<file path="src/rtl/npu_systolic_mm.sv">
// ---------------------------------------------------------------------------
// npu_systolic_mm
//
// Output-stationary N x N systolic matrix-multiply tile. It computes
// C = A x B, or C += A x B when acc is set with start.
//
// Operands are captured on the start edge. The tile then runs a RUN phase of
// 3N-2 cycles in which skewed rows of A enter from the left and skewed
// columns of B enter from the top. Each processing element multiplies the
// pair of operands passing through it and adds the product to its own
// accumulator. A one-cycle DRAIN phase then copies every accumulator into
// the registered output C and pulses done.
//
// Build option:
//   NPU_SIGNED_EN  defined   -> A, B and C are two's-complement
//                  undefined -> all operands and results are unsigned
//
// Parameters:
//   N   array dimension (N >= 2)
//   DW  operand element width
//   OW  accumulator / result element width (>= 2*DW + clog2(N))
//
// Ports:
//   clk    clock, rising edge
//   rst    asynchronous reset, active low
//   start  request an operation; honoured only while idle
//   acc    sampled with start: 1 accumulates onto C, 0 overwrites C
//   A, B   operand matrices, indexed [row][col]
//   busy   high while an operation is in flight
//   done   one-cycle pulse after C has been updated
//   C      registered result matrix, indexed [row][col]
// ---------------------------------------------------------------------------
module npu_systolic_mm #(
   parameter int N  = 2,
   parameter int DW = 8,
   parameter int OW = 2*DW+8
) (
   input  logic                            clk,
   input  logic                            rst,
   input  logic                            start,
   input  logic                            acc,
   input  logic [N-1:0][N-1:0][DW-1:0]     A,
   input  logic [N-1:0][N-1:0][DW-1:0]     B,
   output logic                            busy,
   output logic                            done,
   output logic [N-1:0][N-1:0][OW-1:0]     C
);

   // The last feed step is 3N-3, so the step counter needs to hold 0..3N-3.
   localparam int LAST = 3*N-3;
   localparam int SW   = $clog2(3*N-2);

   typedef enum logic [1:0] {IDLE, RUN, DRAIN} state_t;

   state_t                         state;
   state_t                         state_nxt;
   logic [SW-1:0]                  step;
   logic [N-1:0][N-1:0][DW-1:0]    op_a;
   logic [N-1:0][N-1:0][DW-1:0]    op_b;
   logic [N-1:0][DW-1:0]           a_feed;
   logic [N-1:0][DW-1:0]           b_feed;
   logic [N-1:0][N-2:0][DW-1:0]    a_pipe;
   logic [N-2:0][N-1:0][DW-1:0]    b_pipe;
   logic [N-1:0][N-1:0][OW-1:0]    acc_sum;
   logic                           load;
   logic                           run;
   logic                           drain;

   // Widen a DW x DW product to the accumulator width. The product is
   // sign-extended in the signed build and zero-extended otherwise.
   function automatic logic [OW-1:0] mac_product(input logic [DW-1:0] a,
                                                 input logic [DW-1:0] b);
`ifdef NPU_SIGNED_EN
      logic signed [2*DW-1:0] p;
      p = $signed({{DW{a[DW-1]}}, a}) * $signed({{DW{b[DW-1]}}, b});
      return {{(OW-2*DW){p[2*DW-1]}}, p};
`else
      logic [2*DW-1:0] p;
      p = {{DW{1'b0}}, a} * {{DW{1'b0}}, b};
      return {{(OW-2*DW){1'b0}}, p};
`endif
   endfunction

   assign load  = (state == IDLE) && start;
   assign run   = (state == RUN);
   assign drain = (state == DRAIN);
   assign busy  = (state != IDLE);

   // State register.
   always_ff @(posedge clk or negedge rst) begin
      if (!rst) begin
         state <= IDLE;
      end else begin
         state <= state_nxt;
      end
   end

   // Next-state logic. The tile leaves RUN after the final feed step.
   always_comb begin
      state_nxt = state;
      case (state)
         IDLE:    if (start) state_nxt = RUN;
         RUN:     if (step == SW'(LAST)) state_nxt = DRAIN;
         DRAIN:   state_nxt = IDLE;
         default: state_nxt = IDLE;
      endcase
   end

   // Skewed edge feeds. At step t, row i receives A[i][t-i] and column j
   // receives B[t-j][j]. Any index outside the matrix feeds zero, which
   // provides the padding for the diagonal wavefront.
   always_comb begin
      a_feed = '0;
      b_feed = '0;
      for (int i = 0; i < N; i++) begin
         for (int k = 0; k < N; k++) begin
            if (int'(step) == i + k) begin
               a_feed[i] = op_a[i][k];
               b_feed[i] = op_b[k][i];
            end
         end
      end
   end

   // Operand capture, step counter, result register and done pulse.
   // done is registered from DRAIN, so it is high for the cycle after the
   // edge on which C is written.
   always_ff @(posedge clk or negedge rst) begin
      if (!rst) begin
         op_a <= '0;
         op_b <= '0;
         step <= '0;
         C    <= '0;
         done <= 1'b0;
      end else begin
         done <= drain;
         if (load) begin
            op_a <= A;
            op_b <= B;
            step <= '0;
         end else if (run) begin
            step <= step + SW'(1);
         end
         if (drain) begin
            C <= acc_sum;
         end
      end
   end

   // Processing-element grid. Each PE keeps its own accumulator. It also
   // forwards its operands right and down, except at the last column and
   // the last row, where nothing consumes them.
   for (genvar gi = 0; gi < N; gi++) begin : g_row
      for (genvar gj = 0; gj < N; gj++) begin : g_col
         logic [DW-1:0] a_in;
         logic [DW-1:0] b_in;
         logic [OW-1:0] sum_q;

         if (gj == 0) begin : g_a_edge
            assign a_in = a_feed[gi];
         end else begin : g_a_inner
            assign a_in = a_pipe[gi][gj-1];
         end

         if (gi == 0) begin : g_b_edge
            assign b_in = b_feed[gj];
         end else begin : g_b_inner
            assign b_in = b_pipe[gi-1][gj];
         end

         // Accumulator. It is cleared or preloaded from C at start, then
         // adds one product per RUN cycle.
         always_ff @(posedge clk or negedge rst) begin
            if (!rst) begin
               sum_q <= '0;
            end else if (load) begin
               sum_q <= acc ? C[gi][gj] : '0;
            end else if (run) begin
               sum_q <= sum_q + mac_product(a_in, b_in);
            end
         end
         assign acc_sum[gi][gj] = sum_q;

         if (gj < N-1) begin : g_fwd_a
            logic [DW-1:0] a_q;
            // Horizontal operand pipeline, flushed at start so padding is zero.
            always_ff @(posedge clk or negedge rst) begin
               if (!rst) begin
                  a_q <= '0;
               end else if (load) begin
                  a_q <= '0;
               end else if (run) begin
                  a_q <= a_in;
               end
            end
            assign a_pipe[gi][gj] = a_q;
         end

         if (gi < N-1) begin : g_fwd_b
            logic [DW-1:0] b_q;
            // Vertical operand pipeline, flushed at start so padding is zero.
            always_ff @(posedge clk or negedge rst) begin
               if (!rst) begin
                  b_q <= '0;
               end else if (load) begin
                  b_q <= '0;
               end else if (run) begin
                  b_q <= b_in;
               end
            end
            assign b_pipe[gi][gj] = b_q;
         end
      end
   end

endmodule

</file>
<file path="config.mk">
export PLATFORM = sky130hd
export DESIGN_NAME = npu_systolic_mm
export DESIGN_NICKNAME = d
export VERILOG_FILES = /design/src/rtl/npu_systolic_mm.sv
export SDC_FILE = /design/constraint.sdc
export NUM_CORES = 1
export LEC_CHECK = 0
export BUFFER_PORTS_ARGS = -buffer_cell sky130_fd_sc_hd__buf_2
export CAP_MARGIN = 20
export CORE_AREA = 8 8 250 252
export DETAILED_ROUTE_END_ITERATION = 6
export DIE_AREA = 0 0 258 260
export PLACE_DENSITY = 0.66
export SYNTH_ARGS = -nofsm -noshare
export SYNTH_HDL_FRONTEND = slang
export SYNTH_SLANG_ARGS = --single-unit
</file>
<file path="constraint.sdc">
create_clock -name clk -period 13 [get_ports clk]
set_input_delay 1.3 -clock clk [delete_from_list [all_inputs] [get_ports clk]]
set_output_delay 1.3 -clock clk [all_outputs]
set_load 0.005 [all_outputs]
</file>
Word-level counts from Yosys, hierarchy flattened. Index checks and enable logic that the tools add are counted.

Output and inout bits: 98. Word-level logic and storage cells: 78. Bits in registers: 293. Input bits: 68.

Multipliers: 4. Multiplexer cells: 33. Reductions and logical operators: 6. Equal/unequal tests: 7. Add/sub/neg operators: 5.

Operator list (count): 24-bit 2-to-1 mux (12); 8-bit 2-to-1 mux (16); 24-bit by 16-bit adder with 24-bit output (4); 8-bit by 8-bit multiplier with 16-bit output (4); 2-bit == test, second input constant (4); 2-bit 2-to-1 mux (4); 2-bit zero test (2); 2-bit one-hot mux with 2 select lines (1); 2-bit nonzero test (2); 2-bit by 1-bit adder with 2-bit output, second input constant (1); 2-bit by 1-bit == test with 1-bit output, second input constant (1); 2-bit by 1-bit != test with 1-bit output, second input constant (1); 2-bit != test, second input constant (1); 2-bit AND reduction (1); 1-bit logical AND (1).

Longest topological paths before layout.
Depth after elaboration: 7. Depth in mapped cells: 24.

Worst setup path before layout. No wires, ideal clock.

Path kind: register to register. Start point: register step[0]. End point: register g_row[1].g_col[0].sum_q[21]. Slack: 7.193 ns. Data required time: 12.931 ns. Cell stages (with the launch flop): 23. Library setup time: 0.069 ns. Arrival: 5.738 ns. Path buffers: 2. Path through: dfrtp_1 inv_1 ha_1 clkbuf_1 nor2b_1 clkbuf_1 a22o_1 nand2_1 fa_1 inv_1 fa_1 fa_1 inv_1 fa_1 inv_1 ha_1 a21o_1 or3_4 o211ai_2 a21oi_1 a211o_1 or4b_1 nand3_1.

Longest elaborated chain between the ends: 7. Elaborated cells on any way between the ends: 8.

Ends and longest elaborated chain: start, declared (line 57) `logic [SW-1:0] step;`; start signal, assigned (line 142) `step <= step + SW'(1);`; 2-bit == test (line 117) `if (int'(step) == i + k) begin`; 8-bit 2-to-1 mux (line 117); 8-bit 2-to-1 mux (*) (line 117); 8-bit by 8-bit multiplier with 16-bit output (*) (line 79) `p = {{DW{1'b0}}, a} * {{DW{1'b0}}, b};`; 24-bit by 16-bit adder with 24-bit output (*) (line 179) `sum_q <= sum_q + mac_product(a_in, b_in);`; 24-bit 2-to-1 mux (*) (line 178) `end else if (run) begin`; 24-bit 2-to-1 mux (*) (line 176) `end else if (load) begin`; end signal, assigned (line 177) `sum_q <= acc ? C[gi][gj] : '0;`; end signal, assigned (line 179); end, declared (line 157) `logic [OW-1:0] sum_q;`.

Every way passes the cells marked *; elsewhere a longest branch is shown, timed or not. The select of a mux whose other input is x is not followed. A chain may end at the register's enable or synchronous reset.

Worst setup path in the final report.
Start point: register step[0]. End point: register g_row[0].g_col[1].sum_q[23].

Longest elaborated chain between the ends: 7. Elaborated cells on any way between the ends: 8.

Ends and longest elaborated chain (line): 2-bit == test (117); 8-bit 2-to-1 mux (117); 8-bit 2-to-1 mux (*) (117); 8-bit by 8-bit multiplier with 16-bit output (*) (79); 24-bit by 16-bit adder with 24-bit output (*) (179); 24-bit 2-to-1 mux (*) (178); 24-bit 2-to-1 mux (*) (176); end signal, assigned (177); end signal, assigned (179); end, declared (157).

Marks and branches as above.

==> results.json <==
{
  "p_int_mw": 3.40,
  "grtUsageTotal": 0.183,
  "fillers": 5645,
  "min_path_cells": 2,
  "cp.required_ps": 13390,
  "slew_headroom": 0.295,
  "synth_cell_types": 65,
  "layout-drive-gt1-share": 0.136,
  "synthCells": 2495,
  "worstSkewPairLatency_ps": 560,
  "crit_type": "flip-flop to flip-flop",
  "layoutNonFillerInstCount": 3408,
  "vias_per_cell": 5.23,
  "cp.arrival_ps": 7150,
  "seqPwrFrac": 0.272,
  "final_util": 0.443,
  "drv_slew": 0,
  "die-height_um": 260,
  "drt-initial-drc-count": 1163,
  "async_flop_share": 1.00,
  "critPathMaxFanout": 18,
  "ctsResizeCount": 0,
  "vdd_drop_max_v": 0.000116,
  "finalHoldViolations": 0,
  "min_period_over_period": 0.520,
  "layout_commonest_cell": "inv_1",
  "syn_nets": 2931,
  "fmax_mhz": 148,
  "dp_hpwl_um": 46200,
  "multi_input_area_um2": 13900,
  "skew_ps": 31.7,
  "switching_share": 0.466,
  "rows": 89,
  "grt_pass1_vias": 18645,
  "mostFrequentLayoutCells": "inv_1, nand2_1, dfrtp_1, fa_1, ha_1",
  "tightest_slew_ps": 1060,
  "startpoint_type": "flip-flop",
  "io_buffer_count": 165,
  "grt_setup_unrepaired": "no",
  "cts_tree": "yes",
  "cts_htree_levels": 2,
  "yosysSeqAreaShare": 0.317,
  "yosysWarningCount": 0,
  "routed_wl_um": 61200,
  "start_util": 0.395,
  "ys_ff_latch": 293,
  "setup_tns_ps": 0,
  "antenna_left": 0,
  "combPwrFrac": 0.561,
  "placedCellCount": 3341,
  "period_needed_ps": 6760,
  "switchingPower_mw": 2.97,
  "synth_area_um2": 23100,
  "p_per_area_nw_per_um2": 245,
  "end_kind": "flip-flop",
  "fin_nets": 3043,
  "r2r_cells": 20,
  "die_w_um": 258,
  "synth_edf_count": 0,
  "clock-sinks": 293,
  "cts_setup_buffers": 0,
  "p_clk_frac": 0.167,
  "grt_max_degree": 97,
  "io_pins": 166,
  "wl_per_cell_um": 18.0,
  "synth-main-ff-cell": "dfrtp_1",
  "overflow": 0,
  "clk_pin_slew_ps": 60,
  "drc_errors": 0,
  "final-setup-viol-count": 0,
  "cts_root_buf": "clkbuf_16",
  "gp_congestion": 0.874,
  "area_growth_pct": 12.2,
  "antenna_cells": 0,
  "max_cap_violations": 0,
  "cts_inserted_buffers": 37,
  "firstDrtPassIters": 5,
  "die-area_um2": 67100,
  "grt_pass1_wl_um": 100000,
  "antenna_found_initial": 0,
  "coreArea_um2": 58500,
  "cts_buffer_depth": 3,
  "hold_buffers": 0,
  "worstHoldPathType": "flip-flop to flip-flop",
  "leakage_nw": 13.2,
  "status": "finished, final reports clean",
  "synth.avg_cell_area_um2": 9.26,
  "register_area_um2": 7330,
  "vias": 17823
}
## sequential cells by signal, summed over array words and instances, names as in the netlist
name,flops
done,1
C,96
state,2
g_row.g_col.g_fwd_b.b_q,16
step,2
op_b,32
g_row.g_col.g_fwd_a.a_q,16
op_a,32
g_row.g_col.sum_q,96
## synthesized netlist by cell type, drive strengths merged (17+ instances only)
master | number | area share
xor2 | 17 | 0.0064
mux2 | 98 | 0.048
fa | 200 | 0.17
a22o | 28 | 0.011
and2 | 86 | 0.023
nor3 | 18 | 0.0039
ha | 168 | 0.091
nand2b | 29 | 0.0079
o21ai | 93 | 0.020
nand2 | 391 | 0.064
a221oi | 17 | 0.0064
a21o | 22 | 0.0071
buf | 22 | 0.0038
a31oi | 38 | 0.010
nand3 | 46 | 0.010
clkbuf | 87 | 0.014
a21oi | 71 | 0.015
nor2b | 44 | 0.012
dfrtp | 293 | 0.32
nor2 | 128 | 0.021
xnor2 | 23 | 0.0087
inv | 395 | 0.064
a22oi | 32 | 0.010
## logic make-up after synthesis
group,synth area share
AND/OR/NAND/NOR,0.155
multiplexers,0.0495
adder cells (fa/ha/maj),0.264
XOR/XNOR,0.0152
AO/OA/AOI/OAI,0.117
buffers and inverters,0.0822
flip-flops,0.317
## cell type report
class	instances	share of cell area
clock inverters	13	0.00550
repair buffers	182	0.0372
clock buffers	54	0.0433
multi-input cells	1698	0.537
flip-flops and latches	293	0.283
well taps	773	0.0373
inverters	395	0.0572
## routing by layer
layer  routed length [µm]  vias up  GRT usage
li1                     -     8363          -
met1                27400     8906      0.244
met2                28700      462      0.300
met3                 3590       92     0.0369
met4                 1500        0     0.0498
met5                    0        -          0
## path summary, 6_finish.rpt
kind                                     start                                       to  slack [ps]
max in group asynchronous                  rst                           done$_DFF_PN0_        9990
min in group asynchronous                  rst                      op_a[0]$_DFFE_PN0P_         730
hold / removal             op_a[9]$_DFFE_PN0P_                      op_a[9]$_DFFE_PN0P_         480
setup / recovery           step[0]$_DFFE_PN0P_  g_row[0].g_col[1].sum_q[23]$_DFFE_PN0P_        6240
setup reg to reg           step[0]$_DFFE_PN0P_  g_row[0].g_col[1].sum_q[23]$_DFFE_PN0P_        6240
hold reg to reg            op_a[9]$_DFFE_PN0P_                      op_a[9]$_DFFE_PN0P_         480
## worst max-delay path: stages (launching register included)
cell and delay [ps]:
dfrtp_1 420, inv_1 100, ha_1 430, nor2b_1 890, a22o_1 570, nand2_1 140, fa_1 510, inv_1 50
fa_1 500, inv_1 60, fa_1 480, fa_1 490, inv_1 40, ha_1 300, o21ai_0 260, a211oi_1 90
or4_1 510, a41o_1 320, a21o_1 190, nand2_1 90, o311ai_0 130
## power groups by stage
stage	Combinational (mW)	Clock, mW	Sequential (mW)
2_1_floorplan	2.64	0	1.57
3_3_place_gp	3.46	0	1.73
3_5_place_dp	3.57	0	1.74
4_1_cts	3.60	1.09	1.73
5_1_grt	4.09	1.12	1.79
6_report	3.57	1.06	1.73
## stage by stage
stage               setup slack [ps]  area (µm²)  power [mW]  hold WS (ps)
floorplan                       7190       23100        4.21           446
global placement                6630       24700        5.19           461
detailed placement              6360       24700        5.31           464
CTS                             6320       25900        6.42           479
global route                    5730       25900        7.00           494
finish                          6240       25900        6.36           476
Power figures use the tool's default switching activity.
